[src/rtl/aes_pkg.sv]
// aes_pkg: shared AES state constants and the InvShiftRows byte mapping
package aes_pkg;
  localparam int AES_STATE_W = 128;
  localparam int AES_NB = 4;
  localparam int AES_ROWS = 4;
  function automatic int state_byte_msb(input int r, input int c);
    return AES_STATE_W - 1 - 8 * (r + AES_ROWS * c);
  endfunction
  function automatic logic [AES_STATE_W-1:0] inv_shift_rows(input logic [AES_STATE_W-1:0] s);
    logic [AES_STATE_W-1:0] o;
    o = '0;
    for (int r = 0; r < AES_ROWS; r++)
      for (int c = 0; c < AES_NB; c++)
        o[state_byte_msb(r, c) -: 8] = s[state_byte_msb(r, (c - r + AES_NB) % AES_NB) -: 8];
    return o;
  endfunction
endpackage

[src/rtl/sync_fifo_buf.sv]
// sync_fifo_buf: DEPTH x W in-order buffer with occupancy count and flush
module sync_fifo_buf #(
  parameter int DEPTH = 2,
  parameter int W = 132
) (
  input  logic                       clk,
  input  logic                       reset,
  input  logic                       flush,
  input  logic                       in_valid,
  output logic                       in_ready,
  input  logic [W-1:0]               in_data,
  output logic                       out_valid,
  input  logic                       out_ready,
  output logic [W-1:0]               out_data,
  output logic [$clog2(DEPTH):0]     count
);
  localparam int AW = $clog2(DEPTH);
  localparam int CW = AW + 1;
  logic [W-1:0] mem [DEPTH];
  logic [AW-1:0] wr_ptr, rd_ptr;
  logic push, pop;
  assign in_ready = count != CW'(DEPTH);
  assign out_valid = count != '0;
  assign push = in_valid & in_ready;
  assign pop = out_valid & out_ready;
  assign out_data = out_valid ? mem[rd_ptr] : '0;
  // pointers and occupancy; flush wins over any handshake in the same cycle
  always_ff @(posedge clk or posedge reset)
    if (reset) begin
      wr_ptr <= '0;
      rd_ptr <= '0;
      count <= '0;
    end else if (flush) begin
      wr_ptr <= '0;
      rd_ptr <= '0;
      count <= '0;
    end else begin
      if (push) wr_ptr <= wr_ptr + AW'(1);
      if (pop) rd_ptr <= rd_ptr + AW'(1);
      count <= count + CW'(push) - CW'(pop);
    end
  // entry storage is deliberately left unreset
  always_ff @(posedge clk)
    if (push && !flush) mem[wr_ptr] <= in_data;
endmodule

[src/rtl/inv_shift_rows_stage.sv]
// inv_shift_rows_stage: registered AES InvShiftRows with tagged in-order output buffer
module inv_shift_rows_stage
  import aes_pkg::*;
#(
  parameter int DEPTH = 2,
  parameter int TAG_W = 4
) (
  input  logic                     clk,
  input  logic                     reset,
  input  logic                     flush,
  input  logic                     in_valid,
  output logic                     in_ready,
  input  logic [AES_STATE_W-1:0]   in_data,
  input  logic [TAG_W-1:0]         in_tag,
  output logic                     out_valid,
  input  logic                     out_ready,
  output logic [AES_STATE_W-1:0]   out_data,
  output logic [TAG_W-1:0]         out_tag,
  output logic [$clog2(DEPTH):0]   count
);
  logic [AES_STATE_W+TAG_W-1:0] wr_entry, rd_entry;
  assign wr_entry = {inv_shift_rows(in_data), in_tag};
  assign {out_data, out_tag} = rd_entry;
  sync_fifo_buf #(.DEPTH(DEPTH), .W(AES_STATE_W + TAG_W)) u_buf (
    .clk(clk),
    .reset(reset),
    .flush(flush),
    .in_valid(in_valid),
    .in_ready(in_ready),
    .in_data(wr_entry),
    .out_valid(out_valid),
    .out_ready(out_ready),
    .out_data(rd_entry),
    .count(count)
  );
endmodule
[config.mk]
export PLATFORM = sky130hd
export DESIGN_NAME = inv_shift_rows_stage
export DESIGN_NICKNAME = d
export VERILOG_FILES = /design/src/rtl/aes_pkg.sv /design/src/rtl/sync_fifo_buf.sv /design/src/rtl/inv_shift_rows_stage.sv
export SDC_FILE = /design/constraint.sdc
export NUM_CORES = 1
export LEC_CHECK = 0
export CAP_MARGIN = 25
export CORE_MARGIN = 1.5
export CORE_UTILIZATION = 30
export CTS_CLUSTER_SIZE = 24
export DETAILED_ROUTE_END_ITERATION = 10
export SYNTH_ARGS = -nofsm -noshare
export SYNTH_HDL_FRONTEND = slang
export SYNTH_HIERARCHICAL = 1
export SYNTH_SLANG_ARGS = --single-unit
[constraint.sdc]
create_clock -name clk -period 25.7 [get_ports clk]
set_clock_uncertainty 0.2 [all_clocks]
set_input_delay 2.57 -clock clk [delete_from_list [all_inputs] [get_ports clk]]
set_output_delay 2.57 -clock clk [all_outputs]
set_load 0.1 [all_outputs]
==> results.json <==
{
  "n_antenna_cell": 0,
  "synth_area_leaders": "edfxtp_1, mux2i_1, nor2_1",
  "synth_seq_cells": 268,
  "grt_max_degree": 77,
  "die_x_um": 188,
  "fillers": 3046,
  "worst_r2r_path_depth": 4,
  "grt_overflow": 0,
  "ant_nets": 0,
  "area_growth_pct": 38.2,
  "r2r_slack_ps": 22720,
  "period_share": 0.262,
  "dpl_cell_area_um2": 13400,
  "hold_buffers": 0,
  "slew_headroom": 0.293,
  "r2r-end": "u_buf/mem[1][3]",
  "cp_max_fo": 54,
  "reg2reg_from": "u_buf/count[0]",
  "synthDistinctLibCells": 21,
  "num_rows": 67,
  "final_nets": 1005,
  "post_drt_wl_per_cell_um": 16.3,
  "drt_iter0_drc": 214,
  "ff_latch_area_um2": 8030,
  "clkTransAtPathRegs_ps": 50,
  "min_path_type": "register to register",
  "rsz0062_at_grt": "no",
  "finalMaxSlewViolations": 0,
  "crit_type": "register to output port",
  "dpl.hpwl_mm": 13.8,
  "io_buffers": 272,
  "cp.arrival_ps": 3960,
  "cts_buffers": 29,
  "synth_edf_count": 264,
  "die_h_um": 188,
  "grt_usage": 0.121,
  "crit_required_ps": 22930,
  "postSynthAreaPerCell_um2": 17.6,
  "totalWireLength_mm": 21.8,
  "cts_sinks": 268,
  "cts_buffer_depth": 3,
  "min-delay-start": "u_buf/wr_ptr",
  "final_core_util": 0.422,
  "yosys_warnings": 6,
  "cts_root_buffer": "clkbuf_16",
  "core_area_um2": 33600,
  "clk_latency_ps": 530,
  "cts_tree": "done",
  "htree_levels": 1,
  "drtPass1Iterations": 4,
  "dieArea_um2": 35300,
  "cap_viol_max_count": 0,
  "multi_input_area_um2": 1950,
  "antenna_found_initial": 1,
  "syn-cell-area_um2": 10300,
  "synth_top_flop_cell": "edfxtp_1",
  "worstMarginPinSlew_ps": 1060,
  "vias_per_cell": 4.31,
  "vias": 5742,
  "synthArstFlopShare": 0.0149,
  "setup_violations": 0,
  "drive_gt1_frac": 0.0520,
  "setup_tns_ps": 0,
  "grt_pass1_vias": 5999,
  "final_cell_area_um2": 14200,
  "status": "finished clean",
  "post_cts_resized": 0,
  "min_period_ps": 6730,
  "synth_top_area_cell": "edfxtp_1",
  "cp-end-kind": "output port",
  "gp_congestion": 0.702,
  "postCtsSetupRepairBufs": 0,
  "synthCells": 583,
  "synthDominantCellAreaShare": 0.773,
  "start_kind": "register",
  "start_util": 0.305,
  "synthesis.nets": 722,
  "synth_commonest_cells": "edfxtp_1, nor2_1, mux2i_1",
  "finalHoldViolCount": 0,
  "num_io_pins": 273,
  "fmax_mhz": 149,
  "grt_pass1_wl_mm": 33.4,
  "drc_errors": 0,
  "yosysMostFrequentCell": "edfxtp_1",
  "hold-path-endpoint": "u_buf/wr_ptr",
  "hold_path_depth": 2,
  "ys_seq_area_frac": 0.782
}
## layer usage
layer / GRT usage / routed length (um) / vias up
met5: 0 / 15 / -
met4: 0.0289 / 446 / 2
met3: 0.0524 / 2240 / 31
met2: 0.196 / 9970 / 217
met1: 0.147 / 9090 / 2765
li1: - / - / 2727
## cells in the final DEF, fill, tap and decap left out, drive strengths merged
cell           synthesis  layout
edfxtp               264     264
nand2b                 1       1
o21ai                  1       1
mux2i                132     132
clkbuf                 0      39
clkdlybuf4s50          0     272
inv                    4       5
nor3b                  1       1
nor2                 136     136
xor2                   2       2
mux2                   1       1
dfrtp                  4       4
and2                   1       1
ha                     2       2
nor2b                  2       2
buf                   29       9
nand2                  1       1
clkinv                 0       9
nor3                   2       2
## how the worst max path moves through the flow
stage | startpoint | to | slack (ps) | cells past startpoint
2_1_floorplan | in_valid | u_buf/mem[1][0] | 12420 | 2
3_3_place_gp | u_buf/rd_ptr | out_data[27] | 19430 | 4
3_5_place_dp | u_buf/rd_ptr | out_data[121] | 19430 | 4
4_1_cts | u_buf/rd_ptr | out_data[15] | 18820 | 4
5_1_grt | u_buf/rd_ptr | out_data[11] | 18700 | 4
6_report | u_buf/rd_ptr | out_data[121] | 18970 | 4
## sequential cells by signal, summed over array words and instances, names as in the netlist
register / count
u_buf/rd_ptr: 1
u_buf/wr_ptr: 1
u_buf/count: 2
u_buf/mem: 264
## critical path, stage by stage (launching register included)
cell	delay (ps)
dfrtp_4	980
buf_4	860
mux2i_1	210
nor2_1	150
clkdlybuf4s50_1	1160
## area by class of cell
cell class	instances	share of cell area
clock buffers	39	0.0538
clock inverters	10	0.00318
inverters	4	0.00106
multi-input cells	282	0.138
flip-flops and latches	268	0.566
well taps	448	0.0395
repair buffers	281	0.198
## through the flow
stage	setup slack, ps	hold slack [ps]	cells
finish	18970	479	1332
global route	18700	502	1332
CTS	18820	471	1332
detailed placement	19430	463	1283
global placement	19430	449	1282
floorplan	12420	427	583
## cell families (layout without fill, tap and decap cells)
logic type	Yosys count	in the layout	share of synthesized area
flops	268	268	0.782
compound gates	1	1	0.000487
xor+xnor	2	2	0.00171
buf+inv	33	334	0.0287
mux	133	133	0.130
fa+ha+maj	2	2	0.00244
simple gates	144	144	0.0545
Power is not shown: default switching activity piles up to over one toggle a cycle in this logic, so the estimate is an artifact.
